### src/rtl/spi_master_shifter_if.sv
// FIFO-side and SPI-pin signal bundle for spi_master_shifter.
// With SPI_MODE_SEL_EN defined, cpol_i/cpha_i are added to the bundle.
interface spi_master_shifter_if #(
  parameter int unsigned g_width = 32
);
  logic               en_i;
  logic [g_width-1:0] tx_data_i;
  logic               tx_empty_i;
  logic               tx_pull_o;
  logic [g_width-1:0] rx_data_o;
  logic               rx_full_i;
  logic               rx_push_o;
  logic               sclk_o;
  logic               cs_n_o;
  logic               mosi_o;
  logic               miso_i;
  logic               busy_o;
  logic               rx_ovf_o;
`ifdef SPI_MODE_SEL_EN
  logic               cpol_i;
  logic               cpha_i;
`endif

  modport master (
    input  en_i, tx_data_i, tx_empty_i, rx_full_i, miso_i,
`ifdef SPI_MODE_SEL_EN
    input  cpol_i, cpha_i,
`endif
    output tx_pull_o, rx_data_o, rx_push_o, sclk_o, cs_n_o, mosi_o, busy_o, rx_ovf_o
  );

  modport slave (
    output en_i, tx_data_i, tx_empty_i, rx_full_i, miso_i,
`ifdef SPI_MODE_SEL_EN
    output cpol_i, cpha_i,
`endif
    input  tx_pull_o, rx_data_o, rx_push_o, sclk_o, cs_n_o, mosi_o, busy_o, rx_ovf_o
  );
endinterface

### src/rtl/spi_master_shifter.sv
// SPI master serialiser between show-ahead TX/RX word FIFOs: MSB-first, burst-capable.
// Optional macro SPI_MODE_SEL_EN enables run-time CPOL/CPHA selection (default: mode 0).
module spi_master_shifter #(
  parameter int unsigned g_width   = 32,
  parameter int unsigned g_clk_div = 4
) (
  input logic                  clk_i,
  input logic                  rst_i,
  spi_master_shifter_if.master bus
);
  localparam int unsigned CNT_W = (g_clk_div > 1) ? $clog2(g_clk_div) : 1;
  localparam int unsigned BIT_W = $clog2(g_width) + 1;

  typedef enum logic [2:0] {S_IDLE, S_LEAD, S_SHIFT, S_DONE, S_TRAIL} state_e;

  state_e             state_q, state_d;
  logic [CNT_W-1:0]   cnt_q, cnt_d;
  logic [BIT_W-1:0]   bit_cnt_q, bit_cnt_d;
  logic [g_width-1:0] tx_sr_q, tx_sr_d;
  logic [g_width-1:0] rx_sr_q, rx_sr_d;
  logic [g_width-1:0] rx_data_q, rx_data_d;
  logic               cs_n_q, cs_n_d;
  logic               sclk_q, sclk_d;
  logic               mosi_q, mosi_d;
  logic               push_q, push_d;
  logic               busy_q, busy_d;
  logic               ovf_q, ovf_d;
  logic               cpol_q, cpol_d;
  logic               cpha_q, cpha_d;

  logic cpol_in, cpha_in;
  logic start_ok, load, tick, lead_edge;

`ifdef SPI_MODE_SEL_EN
  assign cpol_in = bus.cpol_i;
  assign cpha_in = bus.cpha_i;
`else
  assign cpol_in = 1'b0;
  assign cpha_in = 1'b0;
`endif

  // The pull must coincide with the cycle that captures the FIFO head, so it is decoded, not registered.
  assign start_ok  = bus.en_i & ~bus.tx_empty_i & ~bus.rx_full_i & ~rst_i;
  assign load      = start_ok & ((state_q == S_IDLE) | (state_q == S_DONE));
  assign tick      = (cnt_q == CNT_W'(g_clk_div - 1));
  assign lead_edge = (sclk_q == cpol_q);

  always_comb begin
    state_d   = state_q;
    cnt_d     = cnt_q;
    bit_cnt_d = bit_cnt_q;
    tx_sr_d   = tx_sr_q;
    rx_sr_d   = rx_sr_q;
    rx_data_d = rx_data_q;
    cs_n_d    = cs_n_q;
    sclk_d    = sclk_q;
    mosi_d    = mosi_q;
    push_d    = 1'b0;
    ovf_d     = ovf_q;
    cpol_d    = cpol_q;
    cpha_d    = cpha_q;

    unique case (state_q)
      S_IDLE: begin
        sclk_d = cpol_in;
        cs_n_d = 1'b1;
        if (load) begin
          cpol_d    = cpol_in;
          cpha_d    = cpha_in;
          tx_sr_d   = bus.tx_data_i;
          rx_sr_d   = '0;
          if (!cpha_in) mosi_d = bus.tx_data_i[g_width-1];
          cnt_d     = '0;
          bit_cnt_d = '0;
          cs_n_d    = 1'b0;
          state_d   = S_LEAD;
        end
      end
      S_LEAD: begin
        cnt_d = tick ? '0 : cnt_q + CNT_W'(1);
        if (tick) state_d = S_SHIFT;
      end
      S_SHIFT: begin
        cnt_d = tick ? '0 : cnt_q + CNT_W'(1);
        if (tick) begin
          sclk_d = ~sclk_q;
          if (lead_edge) begin
            if (cpha_q) begin
              mosi_d  = tx_sr_q[g_width-1];
              tx_sr_d = tx_sr_q << 1;
            end else begin
              rx_sr_d = {rx_sr_q[g_width-2:0], bus.miso_i};
            end
          end else begin
            if (cpha_q) begin
              rx_sr_d = {rx_sr_q[g_width-2:0], bus.miso_i};
            end else begin
              mosi_d  = tx_sr_q[g_width-2];
              tx_sr_d = tx_sr_q << 1;
            end
            bit_cnt_d = bit_cnt_q + BIT_W'(1);
            // Last trailing edge returns sclk to idle; no further edges for this word.
            if (bit_cnt_q == BIT_W'(g_width - 1)) begin
              rx_data_d = rx_sr_d;
              push_d    = 1'b1;
              state_d   = S_DONE;
            end
          end
        end
      end
      S_DONE: begin
        cnt_d = '0;
        if (bus.rx_full_i) ovf_d = 1'b1;
        if (load) begin
          tx_sr_d   = bus.tx_data_i;
          rx_sr_d   = '0;
          if (!cpha_q) mosi_d = bus.tx_data_i[g_width-1];
          bit_cnt_d = '0;
          state_d   = S_SHIFT;
        end else begin
          state_d = S_TRAIL;
        end
      end
      S_TRAIL: begin
        cnt_d = tick ? '0 : cnt_q + CNT_W'(1);
        if (tick) begin
          cs_n_d  = 1'b1;
          state_d = S_IDLE;
        end
      end
      default: state_d = S_IDLE;
    endcase

    busy_d = (state_d != S_IDLE);
  end

  always_ff @(posedge clk_i or posedge rst_i) begin
    if (rst_i) begin
      state_q   <= S_IDLE;
      cnt_q     <= '0;
      bit_cnt_q <= '0;
      tx_sr_q   <= '0;
      rx_sr_q   <= '0;
      rx_data_q <= '0;
      cs_n_q    <= 1'b1;
      sclk_q    <= 1'b0;
      mosi_q    <= 1'b0;
      push_q    <= 1'b0;
      busy_q    <= 1'b0;
      ovf_q     <= 1'b0;
      cpol_q    <= 1'b0;
      cpha_q    <= 1'b0;
    end else begin
      state_q   <= state_d;
      cnt_q     <= cnt_d;
      bit_cnt_q <= bit_cnt_d;
      tx_sr_q   <= tx_sr_d;
      rx_sr_q   <= rx_sr_d;
      rx_data_q <= rx_data_d;
      cs_n_q    <= cs_n_d;
      sclk_q    <= sclk_d;
      mosi_q    <= mosi_d;
      push_q    <= push_d;
      busy_q    <= busy_d;
      ovf_q     <= ovf_d;
      cpol_q    <= cpol_d;
      cpha_q    <= cpha_d;
    end
  end

  assign bus.tx_pull_o = load;
  assign bus.rx_data_o = rx_data_q;
  assign bus.rx_push_o = push_q;
  assign bus.sclk_o    = sclk_q;
  assign bus.cs_n_o    = cs_n_q;
  assign bus.mosi_o    = mosi_q;
  assign bus.busy_o    = busy_q;
  assign bus.rx_ovf_o  = ovf_q;
endmodule

### src/flat_wrapper.sv
// flat-port wrapper written by rule: the top's interface ports become plain ports
module spi_master_shifter_flat 
#(
  parameter int unsigned g_width   = 32,
  parameter int unsigned g_clk_div = 4
)
  (clk_i, rst_i, bus_en_i, bus_tx_data_i, bus_tx_empty_i, bus_rx_full_i, bus_miso_i, bus_tx_pull_o, bus_rx_data_o, bus_rx_push_o, bus_sclk_o, bus_cs_n_o, bus_mosi_o, bus_busy_o, bus_rx_ovf_o);
  spi_master_shifter_if #(.g_width(g_width)) bus_i ();
  input logic clk_i;
  input logic rst_i;
  input wire logic [$bits(bus_i.en_i)-1:0] bus_en_i;
  input wire logic [$bits(bus_i.tx_data_i)-1:0] bus_tx_data_i;
  input wire logic [$bits(bus_i.tx_empty_i)-1:0] bus_tx_empty_i;
  input wire logic [$bits(bus_i.rx_full_i)-1:0] bus_rx_full_i;
  input wire logic [$bits(bus_i.miso_i)-1:0] bus_miso_i;
  output wire logic [$bits(bus_i.tx_pull_o)-1:0] bus_tx_pull_o;
  output wire logic [$bits(bus_i.rx_data_o)-1:0] bus_rx_data_o;
  output wire logic [$bits(bus_i.rx_push_o)-1:0] bus_rx_push_o;
  output wire logic [$bits(bus_i.sclk_o)-1:0] bus_sclk_o;
  output wire logic [$bits(bus_i.cs_n_o)-1:0] bus_cs_n_o;
  output wire logic [$bits(bus_i.mosi_o)-1:0] bus_mosi_o;
  output wire logic [$bits(bus_i.busy_o)-1:0] bus_busy_o;
  output wire logic [$bits(bus_i.rx_ovf_o)-1:0] bus_rx_ovf_o;
  assign bus_i.en_i = bus_en_i;
  assign bus_i.tx_data_i = bus_tx_data_i;
  assign bus_i.tx_empty_i = bus_tx_empty_i;
  assign bus_i.rx_full_i = bus_rx_full_i;
  assign bus_i.miso_i = bus_miso_i;
  assign bus_tx_pull_o = bus_i.tx_pull_o;
  assign bus_rx_data_o = bus_i.rx_data_o;
  assign bus_rx_push_o = bus_i.rx_push_o;
  assign bus_sclk_o = bus_i.sclk_o;
  assign bus_cs_n_o = bus_i.cs_n_o;
  assign bus_mosi_o = bus_i.mosi_o;
  assign bus_busy_o = bus_i.busy_o;
  assign bus_rx_ovf_o = bus_i.rx_ovf_o;
  spi_master_shifter #(.g_width(g_width), .g_clk_div(g_clk_div)) u_core (.clk_i(clk_i), .rst_i(rst_i), .bus(bus_i));
endmodule
### config.mk
export PLATFORM = sky130hd
export DESIGN_NAME = spi_master_shifter_flat
export DESIGN_NICKNAME = d
export VERILOG_FILES = /design/src/rtl/spi_master_shifter_if.sv /design/src/rtl/spi_master_shifter.sv /design/src/flat_wrapper.sv
export SDC_FILE = /design/constraint.sdc
export NUM_CORES = 1
export LEC_CHECK = 0
export CORE_MARGIN = 3
export CORE_UTILIZATION = 36
export DETAILED_ROUTE_END_ITERATION = 7
export GPL_ROUTABILITY_DRIVEN = 1
export HOLD_SLACK_MARGIN = 0.06
export SYNTH_ARGS = -nofsm -noshare
export SYNTH_HDL_FRONTEND = slang
export SYNTH_SLANG_ARGS = --single-unit
### constraint.sdc
create_clock -name clk_i -period 8.2 [get_ports clk_i]
set_input_delay 1.64 -clock clk_i [delete_from_list [all_inputs] [get_ports clk_i]]
set_output_delay 1.64 -clock clk_i [all_outputs]
set_load 0.01 [all_outputs]
After elaboration in Yosys (flattened, before gate mapping):

Cells that the tools add are included.

* bits in registers: 112
* output and inout bits: 39

* add/subtract/negate cells: 2
* equal/unequal tests: 13
* mux-type cells: 36
* bitwise gates (word level): 9
* reductions and logical operators: 17

Operator list (number)
* $mux 32: 3
* $mux 31: 3
* $pmux 32 s2: 1
* $pmux 31 s2: 1
* $mux 3: 7
* $mux 6: 3
* $pmux 3 s5: 1
* $pmux 6 s2: 1
* $reduce_and 4->1: 3
* $mux 1: 10
* $reduce_bool 3->1: 3
* $reduce_and 2->1: 4
* $add 6x1->6 const B: 1
* $eq 3x2->1 const B: 2
* $eq 6x5->1 const B: 1
* $ne 2x1->1 const B: 3
* $ne 2x2->1 const B: 3
* $pmux 1 s2: 3
* $pmux 2 s3: 1
* $reduce_bool 2->1: 3
* $reduce_and 5->1: 1
* $and 1x1->1: 4
* $mux 2: 2
* $not 1->1: 4
* 9 further kinds: 9

Depth between registers and ports, before layout:

Gate-level depths: netlist of run 1.

* depth after elaboration: 8
* mapped depth: 7
* mapped depth without buffers: 5

Least setup slack after synthesis of run 1:

Ideal clock, no wire load.

* path kind: input -> output
* from: input bus_tx_empty_i
* to: output bus_tx_pull_o
* arrival time: 2559 ps
* required time: 6560 ps
* setup slack: 4001 ps
* stages on the path: 4
* buffers on the path: 1
* path through: nor4b_4 nand3_2 buf_2 inv_1

* cells in the longest elaborated chain, start to end: 5

Ends and longest elaborated chain
* from (decl): line flat_wrapper.sv:13 `input wire logic [$bits(bus_i.tx_empty_i)-1:0] bus_tx_empty_i;`
* $not 1->1: line spi_master_shifter.sv:43 `assign start_ok = bus.en_i & ~bus.tx_empty_i & ~bus.rx_full_i & ~rst_i;`
* $and 1x1->1 (3 in series): line spi_master_shifter.sv:43
* $and 1x1->1: line spi_master_shifter.sv:44 `assign load = start_ok & ((state_q == S_IDLE) | (state_q == S_DONE));`
* to (decl): line flat_wrapper.sv:16 `output wire logic [$bits(bus_i.tx_pull_o)-1:0] bus_tx_pull_o;`

Every way passes these cells.

Final worst setup path of run 1:

* from: input rst_i
* to: output bus_tx_pull_o

* cells in the longest elaborated chain, start to end: 3

Ends and longest elaborated chain
* from (decl): line flat_wrapper.sv:10 `input logic rst_i;`
* $not 1->1: line spi_master_shifter.sv:43
* $and 1x1->1: line spi_master_shifter.sv:43
* $and 1x1->1: line spi_master_shifter.sv:44

Every way passes these cells.

==> impl_metrics.json, run 1 <==
{
  "outcome": "finished, final reports clean",
  "synth_nets": 471,
  "hold_viol_final": 0,
  "finalWirelength_microns": 10100,
  "dpl_worst_slack_ns": 2.41,
  "drt_iter0_markers": 194,
  "synthFlopType": "dfrtp_1",
  "ys_ff_latch": 112,
  "tns_ns": 0,
  "seq_area_frac_synth_pct": 57.3,
  "vias_per_cell": 5.04,
  "rows": 41,
  "yosysTopAreaCellShare_pct": 56.8,
  "finalNetCount": 534,
  "placement.cell_area_sq_mm": 0.00574,
  "multiInputGateArea_sq_mm": 0.00172,
  "drive_above_1_share_pct": 13.0,
  "synth_cells": 431,
  "setup_viol": 0,
  "htree_levels": 3,
  "die_height_microns": 123,
  "synth.avg_cell_area_sq_um": 11.4,
  "cts_tree": "yes",
  "antenna_found_initial": 0,
  "tightest_slew_ns": 1.18,
  "start_util_pct": 37.8,
  "fp.dieArea_sq_mm": 0.0150,
  "rsz0062_at_grt": "no",
  "arrival_ns": 4.13,
  "die_w_microns": 123,
  "cp_slowest_cell": "nand3_2",
  "cp-start-kind": "primary input",
  "crit_fanout": 34,
  "grt_pass1_wl_microns": 17700,
  "power.total_uw": 1790,
  "clock_skew_ns": 0.00806,
  "drv_cap": 0,
  "syn-cell-area_sq_mm": 0.00489,
  "post_cts_buffers": 0,
  "hold_buffers": 0,
  "min_period_ns": 5.77,
  "layout_common_cells": "dfrtp_1 (111), clkdlybuf4s50_1 (76), inv_1 (52)",
  "cts.path.max_buffers": 2,
  "worstPathRequired_ns": 6.56,
  "setup_ws_ns": 2.43,
  "place_congestion": 0.780,
  "dp_cells": 655,
  "p_per_area_mw_per_mm2": 295,
  "synthTopCellsByArea": "dfrtp_1 (57%), mux2_2 (6.7%), inv_1 (4.1%), a21oi_1 (3.9%), o22ai_1 (3.8%)",
  "holdCritPathClass": "flop to flop",
  "via_count": 3385,
  "diodes": 0,
  "slew_violations": 0,
  "period_share_pct": 70.3,
  "leakage_uw": 0.00272,
  "path_common_cell": "clkdlybuf4s50_1",
  "fmax_mhz": 173,
  "clk_latency_ns": 0.34,
  "antenna_left": 0,
  "drc": 0,
  "dp_hpwl_microns": 6630,
  "drt_pass1_iterations": 6,
  "grt_max_degree": 58,
  "final_common_cell": "dfrtp_1",
  "clk_pin_slew_ns": 0.07,
  "cp_cell_sequence": "clkdlybuf4s50_1, nor4b_4, nand3_2, inv_1, clkdlybuf4s50_1",
  "track_usage_pct": 14.7,
  "wl_per_cell_microns": 15.1,
  "port_buffers": 76,
  "core_sq_mm": 0.0129,
  "post_cts_resized": 0,
  "io_pins": 77,
  "cts_root_buffer": "clkbuf_16",
  "cts_buffers": 9,
  "syn_to_final_growth_pct": 24.3,
  "endpoint_kind": "primary output",
  "synth_edf_count": 0,
  "clock-sinks": 112,
  "cp_slowest_stage_delay_ns": 0.63,
  "grt_pass1_vias": 3608,
  "fin_cells": 671,
  "gr-total-overflow": 0,
  "path_class": "primary input to primary output",
  "ys_warn_count": 0,
  "async_flop_share_pct": 100,
  "stdcell_area_sq_mm": 0.00608,
  "relSlewSlack_pct": 21.2,
  "yosysTopAreaCell": "dfrtp_1",
  "final-seq-area_sq_mm": 0.00280,
  "synth.distinct_cells": 49,
  "num-fill-cells": 1211,
  "max-vdd-ir-drop_mv": 0.115
}
## final cells by class
class / count / share of cell area (%)
clock buffers: 11 / 4.15
clock inverters: 5 / 1.42
inverters: 54 / 3.37
multi-input cells: 236 / 28.3
flip-flops and latches: 112 / 46.1
well taps: 172 / 3.54
repair buffers: 81 / 13.1
## worst max-delay path: cells and delay by family
| family | cells | cell delay, ns |
|---|---|---|
| buffers and inverters | 3 | 1.39 |
| AND/OR/NAND/NOR | 2 | 1.09 |
## final timing paths
path / slack, ns / cells past startpoint / from / to
worst max-delay path: 2.43 / 5 / rst_i / bus_tx_pull_o
worst min register to register: 0.47 / 1 / u_core.bus.rx_ovf_o / u_core.bus.rx_ovf_o
worst max register to register: 5.64 / 5 / u_core.cnt_q[1] / u_core.bit_cnt_q[4]
worst min-delay path: 0.47 / 1 / u_core.bus.rx_ovf_o / u_core.bus.rx_ovf_o
max in group asynchronous: 5.16 / 3 / rst_i / u_core.tx_sr_q[10]
min in group asynchronous: 1.86 / 2 / rst_i / u_core.bus.sclk_o
## Yosys cell counts (2+ instances only)
| cell type | count |
|---|---|
| dfrtp_1 | 111 |
| inv_1 | 53 |
| a21oi_1 | 38 |
| o22ai_1 | 30 |
| mux2_2 | 29 |
| nand2_1 | 27 |
| o21ai_0 | 24 |
| mux2i_1 | 17 |
| o41ai_1 | 16 |
| clkbuf_1 | 12 |
| buf_2 | 8 |
| nand3_1 | 6 |
| nor2_1 | 5 |
| buf_4 | 4 |
| buf_6 | 4 |
| a22o_1 | 3 |
| mux2_1 | 3 |
| nor3_1 | 3 |
| xnor2_1 | 3 |
| and3_1 | 2 |
| ha_1 | 2 |
| nand2b_1 | 2 |
| nand3_2 | 2 |
| or3_1 | 2 |
## power by group
group / internal, uW / total (uW) / leakage [uW] / switching, uW
clock network: 287 / 483 / 0.000166 / 197
logic: 189 / 456 / 0.00110 / 267
registers: 728 / 853 / 0.00145 / 125
total: 1200 / 1790 / 0.00272 / 588
## state kept, by name, indices dropped and copies added, names as in the netlist
register and cells:
u_core.bus.busy_o 1, u_core.cnt_q 2, u_core.bus.rx_push_o 1, u_core.state_q 3, u_core.bus.mosi_o 1, u_core.bit_cnt_q 6, u_core.bus.rx_data_o 32, u_core.bus.sclk_o 1
u_core.bus.cs_n_o 1, u_core.rx_sr_q 32, u_core.tx_sr_q 31, u_core.bus.rx_ovf_o 1
## per-stage QoR
| step | utilization (%) | hold WS [ns] |
|---|---|---|
| floorplan | - | 0.464 |
| global placement | 44.4 | 0.460 |
| detailed placement | 44.4 | 0.455 |
| CTS | 47.1 | 0.470 |
| global route | 47.1 | 0.480 |
| finish | 47.1 | 0.469 |
## layer usage
metal	share of wire, %	vias up	track usage [%]
met1	45	1652	19.2
met4	0.88	0	4.62
met5	0	-	0
li1	-	1649	-
met3	5.6	7	3.78
met2	48	77	24.1
## logic make-up after synthesis
logic type,Yosys count,share of synthesized area [%]
compound gates,121,15.6
flops,112,57.3
buf+inv,83,7.49
simple gates,60,7.42
mux,49,10.8
xor+xnor,4,0.870
fa+ha+maj,2,0.511
No activity file was read; power rests on OpenSTA's default activity.
==> run 2, diff against run 1 <==
==> constraint.sdc (replaced) <==
create_clock -name clk_i -period 4.75 [get_ports clk_i]
set_input_delay 0.95 -clock clk_i [delete_from_list [all_inputs] [get_ports clk_i]]
set_output_delay 0.95 -clock clk_i [all_outputs]
set_load 0.01 [all_outputs]
==> impl_metrics.json, run 2 (synthesized netlist as in run 1, its figures left out) <==
{
  "grt_pass1_vias": 3495,
  "drc": 0,
  "cts_buffers": 9,
  "crit_fanout": 5,
  "relSlewSlack_pct": 22.9,
  "antenna_found_initial": 0,
  "die_height_microns": 123,
  "fp.dieArea_sq_mm": 0.0150,
  "r2r_start": "u_core.cnt_q[1]",
  "final_core_util_pct": 46.8,
  "fmax_mhz": 272,
  "outcome": "finished, final reports clean",
  "drt_iter0_markers": 228,
  "critPathLaunch": "rst_i",
  "post_cts_buffers": 0,
  "diodes": 0,
  "finalNetCount": 535,
  "die_w_microns": 123,
  "worstPathRequired_ns": 3.80,
  "vias_per_cell": 5.03,
  "grt_max_degree": 60,
  "period_share_pct": 77.4,
  "p_per_area_mw_per_mm2": 497,
  "worstHoldStart": "u_core.bus.rx_ovf_o",
  "drive_above_1_share_pct": 12.8,
  "drv_cap": 0,
  "max-vdd-ir-drop_mv": 0.259,
  "finalWirelength_microns": 10000,
  "io_pins": 77,
  "leakage_uw": 0.00270,
  "path_common_cell": "clkdlybuf4s50_1",
  "core_sq_mm": 0.0129,
  "path_class": "primary input to primary output",
  "start_util_pct": 37.8,
  "endpoint_kind": "primary output",
  "rows": 41,
  "antenna_left": 0,
  "cts_tree": "yes",
  "wl_per_cell_microns": 14.9,
  "clock_skew_ns": 0.00898,
  "tightest_slew_ns": 1.15,
  "slew_violations": 0,
  "drt_pass1_iterations": 4,
  "cp_slowest_stage_delay_ns": 0.56,
  "cts_root_buffer": "clkbuf_16",
  "layout_common_cells": "dfrtp_1 (111), clkdlybuf4s50_1 (76), inv_1 (52)",
  "gr-total-overflow": 0,
  "grt_pass1_wl_microns": 17400,
  "min_period_ns": 3.68,
  "arrival_ns": 2.73,
  "hold_viol_final": 0,
  "tns_ns": 0,
  "rsz0062_at_grt": "no",
  "htree_levels": 3,
  "final_common_cell": "dfrtp_1",
  "clock-sinks": 112,
  "cp_slowest_cell": "clkdlybuf4s50_1",
  "place_congestion": 0.762,
  "port_buffers": 76,
  "syn_to_final_growth_pct": 23.8,
  "setup_viol": 0,
  "track_usage_pct": 14.7,
  "dp_hpwl_microns": 6510,
  "post_cts_resized": 0,
  "cts.path.max_buffers": 2,
  "cp-start-kind": "primary input",
  "holdCritPathClass": "flop to flop",
  "clk_pin_slew_ns": 0.07,
  "cp_cell_sequence": "clkdlybuf4s50_1, nor4b_4, nand3_2, inv_1, clkdlybuf4s50_1",
  "hold_buffers": 0,
  "via_count": 3378,
  "clk_latency_ns": 0.36,
  "crit_family": "buffers and inverters",
  "path_buf_inv": 3
}
[run 2: cell count changes in the layout (fill, tap and decap cells not counted)]
cell       previous run  this run
bufinv_16             2         1
buf_12                0         1
clkbuf_8              2         0
inv_6                 1         0
clkinv_2              0         2
clkbuf_1              0         2
[run 2: final timing paths]
kind,end,slack [ns],cells past startpoint
worst max-delay path,bus_tx_pull_o,1.07,5
worst min-delay path,u_core.bus.rx_ovf_o,0.47,1
worst max register to register,u_core.bit_cnt_q[4],2.27,5
worst min register to register,u_core.bus.rx_ovf_o,0.47,1
max in group asynchronous,u_core.tx_sr_q[3],2.82,3
min in group asynchronous,u_core.bus.rx_ovf_o,1.16,2
[run 2: through the flow]
step	cells	hold slack, ns	setup WS (ns)	total power, uW	cell area (sq um)
2_1_floorplan	431	0.464	0.843	2040	4890
3_3_place_gp	656	0.461	1.06	2260	5760
3_5_place_dp	656	0.467	1.06	2300	5760
4_1_cts	672	0.483	1.05	3050	6050
5_1_grt	672	0.503	0.902	3240	6050
6_report	672	0.473	1.07	3010	6050
[run 2: area by class of cell]
class | count | area, sq um
Clock buffer | 11 | 233
Clock inverter | 5 | 57.6
Fill cell | 1220 | 6870
Inverter | 54 | 205
Multi-Input combinational cell | 236 | 1720
Sequential cell | 112 | 2800
Tap cell | 172 | 215
Timing Repair Buffer | 82 | 818
[run 2: report_power, final]
part	total (uW)	switching [uW]	internal, uW
logic	790	463	327
clock network	743	333	409
registers	1470	217	1260
[run 2: per-layer routing]
| metal | share of wire (%) | wire length (microns) | GRT usage, % |
|---|---|---|---|
| met4 | 1.1 | 106 | 3.99 |
| met5 | 0 | 0 | 0 |
| met3 | 5.9 | 595 | 5.35 |
| met1 | 45 | 4500 | 18.9 |
| met2 | 48 | 4810 | 23.7 |
==> run 3, diff against run 2 <==
==> constraint.sdc (replaced) <==
create_clock -name clk_i -period 3.7 [get_ports clk_i]
set_input_delay 0.74 -clock clk_i [delete_from_list [all_inputs] [get_ports clk_i]]
set_output_delay 0.74 -clock clk_i [all_outputs]
set_load 0.01 [all_outputs]
==> impl_metrics.json, run 3 (synthesized netlist as in run 1, its figures left out) <==
{
  "io_pins": 77,
  "antenna_found_initial": 0,
  "clk_latency_ns": 0.35,
  "cts.path.max_buffers": 2,
  "track_usage_pct": 14.6,
  "drive_above_1_share_pct": 13.7,
  "max-vdd-ir-drop_mv": 0.328,
  "drt_iter0_markers": 202,
  "wl_per_cell_microns": 15.1,
  "r2r_cells": 5,
  "finalWirelength_microns": 10200,
  "start_util_pct": 37.8,
  "rows": 41,
  "outcome": "finished, final reports clean",
  "cts_tree": "yes",
  "final_core_util_pct": 46.9,
  "via_count": 3438,
  "die_height_microns": 123,
  "p_per_area_mw_per_mm2": 632,
  "setup_viol": 0,
  "holdCritPathClass": "flop to flop",
  "holdWs_ns": 0.474,
  "finalNetCount": 539,
  "grt_pass1_vias": 3549,
  "path_buf_inv": 3,
  "placement.cell_area_sq_mm": 0.00579,
  "clk_pin_slew_ns": 0.07,
  "fmax_mhz": 326,
  "clock-sinks": 112,
  "leakage_uw": 0.00271,
  "path_class": "primary input to primary output",
  "grt_max_degree": 73,
  "use_met1_pct": 18.8,
  "relSlewSlack_pct": 51.3,
  "crit_fanout": 3,
  "htree_levels": 3,
  "hold_depth": 1,
  "layout_common_cells": "dfrtp_1 (111), clkdlybuf4s50_1 (76), inv_1 (52)",
  "slew_violations": 0,
  "setup_ws_ns": 0.629,
  "port_buffers": 76,
  "top_usage_layer": "met2",
  "drv_cap": 0,
  "hold_viol_final": 0,
  "clock_skew_ns": 0.00816,
  "core_sq_mm": 0.0129,
  "period_share_pct": 83.0,
  "arrival_ns": 2.33,
  "min_period_ns": 3.07,
  "syn_to_final_growth_pct": 24.0,
  "dpl_worst_slack_ns": 0.625,
  "fp.dieArea_sq_mm": 0.0150,
  "post_cts_buffers": 0,
  "hold_buffers": 0,
  "tns_ns": 0,
  "cp-start-kind": "primary input",
  "post_cts_resized": 0,
  "pwr-share-seq_pct": 48.8,
  "switchingPower_uw": 1330,
  "crit_family": "buffers and inverters",
  "endpoint_kind": "primary output",
  "antenna_left": 0,
  "worstPathRequired_ns": 2.96,
  "cts_buffers": 9,
  "p_int_uw": 2500,
  "dp_hpwl_microns": 6740,
  "grt_use_met2_pct": 24.0,
  "cp_cell_sequence": "clkdlybuf4s50_1, nor4b_4, nand3_2, inv_1, clkdlybuf4s50_1",
  "p_clk_share_pct": 23.8,
  "met3_usage_pct": 4.24,
  "gr-total-overflow": 0,
  "drt_pass1_iterations": 4,
  "stdcell_area_sq_mm": 0.00607,
  "cp_slowest_cell": "clkdlybuf4s50_1",
  "vias_per_cell": 5.09,
  "tightest_slew_ns": 0.728,
  "swShare_pct": 34.7,
  "critical_path_depth": 5,
  "path_common_cell": "clkdlybuf4s50_1",
  "diodes": 0,
  "cts_root_buffer": "clkbuf_16",
  "die_w_microns": 123,
  "power_frac_comb_pct": 27.4,
  "drc": 0,
  "cp_slowest_stage_delay_ns": 0.56,
  "grt_pass1_wl_microns": 17600,
  "rsz0062_at_grt": "no",
  "final_common_cell": "dfrtp_1",
  "place_congestion": 0.760
}
-- run 3: final cells by class --
cell class / count / area [sq um]
multi-input combinational: 236 / 1720
fill: 1223 / 6860
clock buffer: 10 / 229
tap: 172 / 215
inverter: 54 / 205
clock inverter: 6 / 43.8
sequential: 112 / 2800
timing repair buffer: 86 / 848
-- run 3: per-stage QoR --
step                power (uW)  std cells
global route              4120        676
finish                    3840        676
detailed placement        2960        660
CTS                       3880        676
floorplan                 2620        431
global placement          2910        660
-- run 3: per-layer routing --
metal / vias up / routed length, microns
met5: - / 0
met4: 0 / 117
met3: 11 / 557
met2: 72 / 4890
met1: 1696 / 4610
li1: 1659 / -
-- run 3: final timing paths --
check / from / end / slack (ns)
worst max register to register: u_core.state_q[1] / u_core.bus.mosi_o / 1.38
worst min register to register: u_core.bus.rx_ovf_o / u_core.bus.rx_ovf_o / 0.47
worst max-delay path: rst_i / bus_tx_pull_o / 0.63
worst min-delay path: u_core.bus.rx_ovf_o / u_core.bus.rx_ovf_o / 0.47
max in group asynchronous: rst_i / u_core.rx_sr_q[25] / 2.07
min in group asynchronous: rst_i / u_core.state_q[1] / 0.88
-- run 3: power by group through the flow --
stage               Combinational [uW]  Sequential (uW)  Clock, uW
global placement                  1030             1880          0
detailed placement                1060             1900          0
floorplan                          814             1810          0
global route                      1200             1930        990
finish                            1050             1870        915
CTS                               1070             1870        939
==> RTL edit 1: new RTL, config.mk and constraints of run 3 <==
`g_width` is set to 32 in 3 places; all go to 64.
--- a/src/rtl/spi_master_shifter_if.sv
+++ b/src/rtl/spi_master_shifter_if.sv
@@ -1,7 +1,7 @@
 // FIFO-side and SPI-pin signal bundle for spi_master_shifter.
 // With SPI_MODE_SEL_EN defined, cpol_i/cpha_i are added to the bundle.
 interface spi_master_shifter_if #(
-  parameter int unsigned g_width = 32
+  parameter int unsigned g_width = 64
 );
   logic               en_i;
   logic [g_width-1:0] tx_data_i;
--- a/src/rtl/spi_master_shifter.sv
+++ b/src/rtl/spi_master_shifter.sv
@@ -1,7 +1,7 @@
 // SPI master serialiser between show-ahead TX/RX word FIFOs: MSB-first, burst-capable.
 // Optional macro SPI_MODE_SEL_EN enables run-time CPOL/CPHA selection (default: mode 0).
 module spi_master_shifter #(
-  parameter int unsigned g_width   = 32,
+  parameter int unsigned g_width   = 64,
   parameter int unsigned g_clk_div = 4
 ) (
   input logic                  clk_i,
--- a/src/flat_wrapper.sv
+++ b/src/flat_wrapper.sv
@@ -1,7 +1,7 @@
 // flat-port wrapper written by rule: the top's interface ports become plain ports
 module spi_master_shifter_flat 
 #(
-  parameter int unsigned g_width   = 32,
+  parameter int unsigned g_width   = 64,
   parameter int unsigned g_clk_div = 4
 )
   (clk_i, rst_i, bus_en_i, bus_tx_data_i, bus_tx_empty_i, bus_rx_full_i, bus_miso_i, bus_tx_pull_o, bus_rx_data_o, bus_rx_push_o, bus_sclk_o, bus_cs_n_o, bus_mosi_o, bus_busy_o, bus_rx_ovf_o);
Ports: changed (resized bus_rx_data_o and bus_tx_data_i); port bits go from 77 to 141. The function was not compared with the original's and may differ.
==> RTL edit 1 against run 3 <==
- sequential cell count rose by 97
- synthesized area is 73% higher
- sequential power rose by 61%
- fmax is 13% lower
- clock power rose to 2.6 times the old value
- total power grew 65%
- utilization grew 0.60 points
- synthesized cell count increased by 55%
- first-iteration DRC count increased by 36%
- final cell count grew 65%
- worst setup slack got worse by 0.44 ns
- wire length is 72% higher
- cell area rose by 80%
- critical endpoint unchanged
- highest routed layer unchanged
==> RTL edit 1: results (changes against run 3) <==
.. list-table::
   :header-rows: 1

   * - Metric
     - Value
   * - Status
     - finished, final reports clean
   * - Total routed wirelength
     - 17550 µm (+72%)
   * - Number of library cell types mapped by synthesis
     - 43 (-12%)
   * - Post-place instance area
     - 10090 µm² (+74%)
   * - Clock distribution power
     - 0.00238 W (+160%)
   * - Fraction of met2 tracks used by global routing
     - 19.74% (-4.3 points)
   * - Sw frac
     - 26.45% (-8.3 points)
   * - Via count of the first global-routing pass
     - 5688 (+60%)
   * - Number of vias per cell after detailed routing
     - 5.038 (-0.95%)
   * - Fraction of layout instances using a drive strength above 1
     - 15.57% (+1.9 points)
   * - Highest fanout seen on the critical path
     - 6 (+3)
   * - Reg2Reg Setup Slack
     - 1.13 ns (-0.25 ns)
   * - Syn nets
     - 738 (+57%)
   * - Worst Hold Margin
     - 0.4743 ns (+0.00005400 ns)
   * - Share of synthesized area occupied by flip-flops and latches
     - 61.68% (+4.4 points)
   * - Global-route met3 utilization
     - 5.047% (+0.81 points)
   * - IR Drop Worst-Case VDD
     - 0.0003423 V (+4.5%)
   * - Number of nets in the layout
     - 859 (+59%)
   * - Routed length on met2
     - 7459 µm (+52%)
   * - Longest individual stage delay on the worst path
     - 0.58 ns (+0.02 ns)
   * - GR Util met1
     - 19.48% (+0.69 points)
   * - Number of buffers created by CTS
     - 24 (+15)
   * - Detailed route wirelength on metal3
     - 1472 µm (+160%)
   * - Pin count of the biggest net entering global routing
     - 126 (+73%)
   * - WL per Instance
     - 15.72 µm (+4.4%)
   * - Port Buffer Count
     - 140 (+84%)
   * - Skew-Pair Late Insertion Delay
     - 0.51 ns (+0.16 ns)
   * - Number of levels in the clock H-tree
     - 1 (-2)
   * - Maximum buffer depth of the clock tree
     - 3 (+1)
   * - Total GRT Usage
     - 13.66% (-0.99 points)
   * - Mean instance size in the synthesized netlist
     - 12.74 µm² (+12%)
   * - Commonest cells post-synth
     - sky130_fd_sc_hd__dfrtp_1, sky130_fd_sc_hd__nor2_1, sky130_fd_sc_hd__a21oi_1
   * - Most area-consuming cells after synthesis
     - sky130_fd_sc_hd__dfrtp_1, sky130_fd_sc_hd__mux2_4, sky130_fd_sc_hd__a22o_1, sky130_fd_sc_hd__o22ai_1, sky130_fd_sc_hd__a21oi_1
## RTL edit 1: changes by cell type in the layout (fill, tap and decap cells not counted), moves of 33 or more
cell,delta
sky130_fd_sc_hd__dfrtp_1,+97
sky130_fd_sc_hd__o22ai_1,+33
sky130_fd_sc_hd__inv_1,-48
sky130_fd_sc_hd__a22o_1,+61
sky130_fd_sc_hd__mux2_4,+48
sky130_fd_sc_hd__clkdlybuf4s50_1,+64
sky130_fd_sc_hd__nor2_1,+67
## RTL edit 1: area by class of cell
cell class                      count  area [µm²]  area share, %
Clock buffer                       34       709.4          6.513
Clock inverter                      8       93.84         0.8616
Inverter                            5       22.52         0.2068
Multi-Input combinational cell    396        2934          26.94
Sequential cell                   209        5231          48.03
Tap cell                          313       391.6          3.596
Timing Repair Buffer              151        1509          13.85
## RTL edit 1: logic make-up (layout without fill, tap and decap cells)
logic type,after synthesis,count (layout),synth area share [%]
AOI/OAI and AO/OA,214,214,16.74
xor gates and xnor gates,3,3,0.3098
adders and majority gates,2,2,0.2950
DFF,209,209,61.68
and+or+nand+nor,110,110,5.974
muxes,67,67,10.99
buffers and inverters,61,198,4.012
## RTL edit 1: final timing paths
check | from | to
worst max-delay path | rst_i | bus_tx_pull_o
worst min-delay path | u_core.bus.rx_ovf_o | u_core.bus.rx_ovf_o
worst max register to register | u_core.cnt_q[0] | u_core.bus.rx_data_o[63]
worst min register to register | u_core.bus.rx_ovf_o | u_core.bus.rx_ovf_o
max in group asynchronous | rst_i | u_core.rx_sr_q[62]
min in group asynchronous | rst_i | u_core.bus.rx_ovf_o
## RTL edit 1: worst max-delay path: cells and delay by family
family | cells | cell delay [ns]
buf+inv | 3 | 1.14
simple gates | 1 | 0.56
compound gates | 1 | 0.32
==> RTL edit 2: new RTL, settings of run 3 <==
Without the edit above. Re-encode `state_e` (5 states) as Gray code, 3 bits wide.
--- a/src/rtl/spi_master_shifter.sv
+++ b/src/rtl/spi_master_shifter.sv
@@ -11,7 +11,7 @@
   localparam int unsigned CNT_W = (g_clk_div > 1) ? $clog2(g_clk_div) : 1;
   localparam int unsigned BIT_W = $clog2(g_width) + 1;
 
-  typedef enum logic [2:0] {S_IDLE, S_LEAD, S_SHIFT, S_DONE, S_TRAIL} state_e;
+  typedef enum logic [2:0] {S_IDLE = 3'b000, S_LEAD = 3'b001, S_SHIFT = 3'b011, S_DONE = 3'b010, S_TRAIL = 3'b110} state_e;
 
   state_e             state_q, state_d;
   logic [CNT_W-1:0]   cnt_q, cnt_d;
Formal check against the unedited RTL: same outputs for any inputs over 10 cycles, from zero or initial values and one cycle with rst_i high; not proved beyond that.
==> RTL edit 2 against run 3 <==
- sequential cell count did not move
- cell area rose by 5.0%
- sequential share of layout area fell by 2.2 points
- largest cell class unchanged
- wire length increased by 10%
- clock power decreased by 2.2%
- synthesized area grew 5.8%
- worst setup slack got worse by 0.26 ns
- total power grew 2.2%
==> RTL edit 2: results (changes against run 3) <==
.. list-table::
   :header-rows: 1

   * - Metric
     - Value
   * - Reg2Reg Setup Slack
     - 1.32 ns (-0.06 ns)
   * - Pin count of the biggest net entering global routing
     - 68 (-6.8%)
   * - RD Place Congestion
     - 0.7633 (+0.50%)
   * - Total routed wirelength
     - 11230 µm (+10%)
   * - Post-layout instance count excluding filler cells
     - 682 (+0.89%)
   * - Detailed route wirelength on metal3
     - 375 µm (-33%)
   * - GR Util met1
     - 20.81% (+2.0 points)
   * - Post-synthesis adder-cell area fraction
     - 0.4836% (-0.028 points)
   * - Global-route met3 utilization
     - 3.308% (-0.93 points)
   * - Status
     - finished, final reports clean
   * - Transition time at the pin with the least slew margin
     - 0.7347 ns (+0.006285 ns)
   * - Placed Cells incl. Taps
     - 668 (+1.2%)
   * - Complex-gate fraction of the synthesized area
     - 15.33% (-0.22 points)
   * - Fraction of met2 tracks used by global routing
     - 21.69% (-2.4 points)
   * - Routed length on met2
     - 5270 µm (+7.7%)
   * - Syn nets
     - 476 (+1.1%)
   * - Fraction of layout instances using a drive strength above 1
     - 13.75% (+0.055 points)
   * - Routed length on met1
     - 5337 µm (+16%)
   * - Worst Hold Margin
     - 0.4867 ns (+0.01239 ns)
   * - Number of library cell types mapped by synthesis
     - 47 (-4.1%)
   * - P_leak
     - 2.757 nW (+1.7%)
   * - Worst reg2reg startpoint
     - u_core.cnt_q[0]
   * - Category of cells accounting for the largest share of critical-path delay
     - buffers and inverters
   * - Clock Skew
     - 0.009514 ns (+0.001356 ns)
   * - Most area-consuming cells after synthesis
     - sky130_fd_sc_hd__dfrtp_1, sky130_fd_sc_hd__mux2_2, sky130_fd_sc_hd__mux2i_1, sky130_fd_sc_hd__a32o_1, sky130_fd_sc_hd__a22o_1
   * - Crit path setup slack, layout
     - 0.3716 ns (-0.2575 ns)
   * - Longest individual stage delay on the worst path
     - 0.58 ns (+0.02 ns)
   * - Arrival time at the worst endpoint
     - 2.59 ns (+0.26 ns)
   * - Share of synthesized area occupied by flip-flops and latches
     - 54.18% (-3.1 points)
   * - Global-route wire length before repair
     - 18890 µm (+7.5%)
   * - Commonest cells post-synth
     - sky130_fd_sc_hd__dfrtp_1, sky130_fd_sc_hd__inv_1, sky130_fd_sc_hd__nand2_1
   * - IR Drop Worst-Case VDD
     - 0.0002413 V (-26%)
   * - Synthesized-area fraction occupied by xor and xnor cells
     - 0% (-0.87 points)
   * - Placement-stage worst setup slack
     - 0.3772 ns (-0.2481 ns)
   * - Post-place instance area
     - 6110 µm² (+5.4%)
==> RTL edit 2: changes by cell type after synthesis, sizes merged, moves of 16 or more <==
cell / delta
o21ai: -18
o22ai: -30
a21oi: -35
a22o: +28
o41ai: -16
a32o: +30
nand2b: +26
==> RTL edit 2: final cells by class <==
| cell class | count | area, µm² | share of cell area (%) |
|---|---|---|---|
| inverter | 38 | 145.1 | 2.278 |
| clock buffer | 10 | 229.0 | 3.593 |
| sequential | 112 | 2804 | 44.00 |
| clock inverter | 4 | 33.78 | 0.5301 |
| timing repair buffer | 88 | 875.8 | 13.74 |
| multi-input combinational | 250 | 2059 | 32.32 |
| tap | 180 | 225.2 | 3.534 |
==> RTL edit 2: power breakdown <==
part / leakage (nW) / internal, W / total [W] / switching [W]
logic: 1.15 / 0.000525 / 0.00114 / 0.000612
clock network: 0.125 / 0.000453 / 0.000895 / 0.000442
registers: 1.48 / 0.00160 / 0.00189 / 0.000288
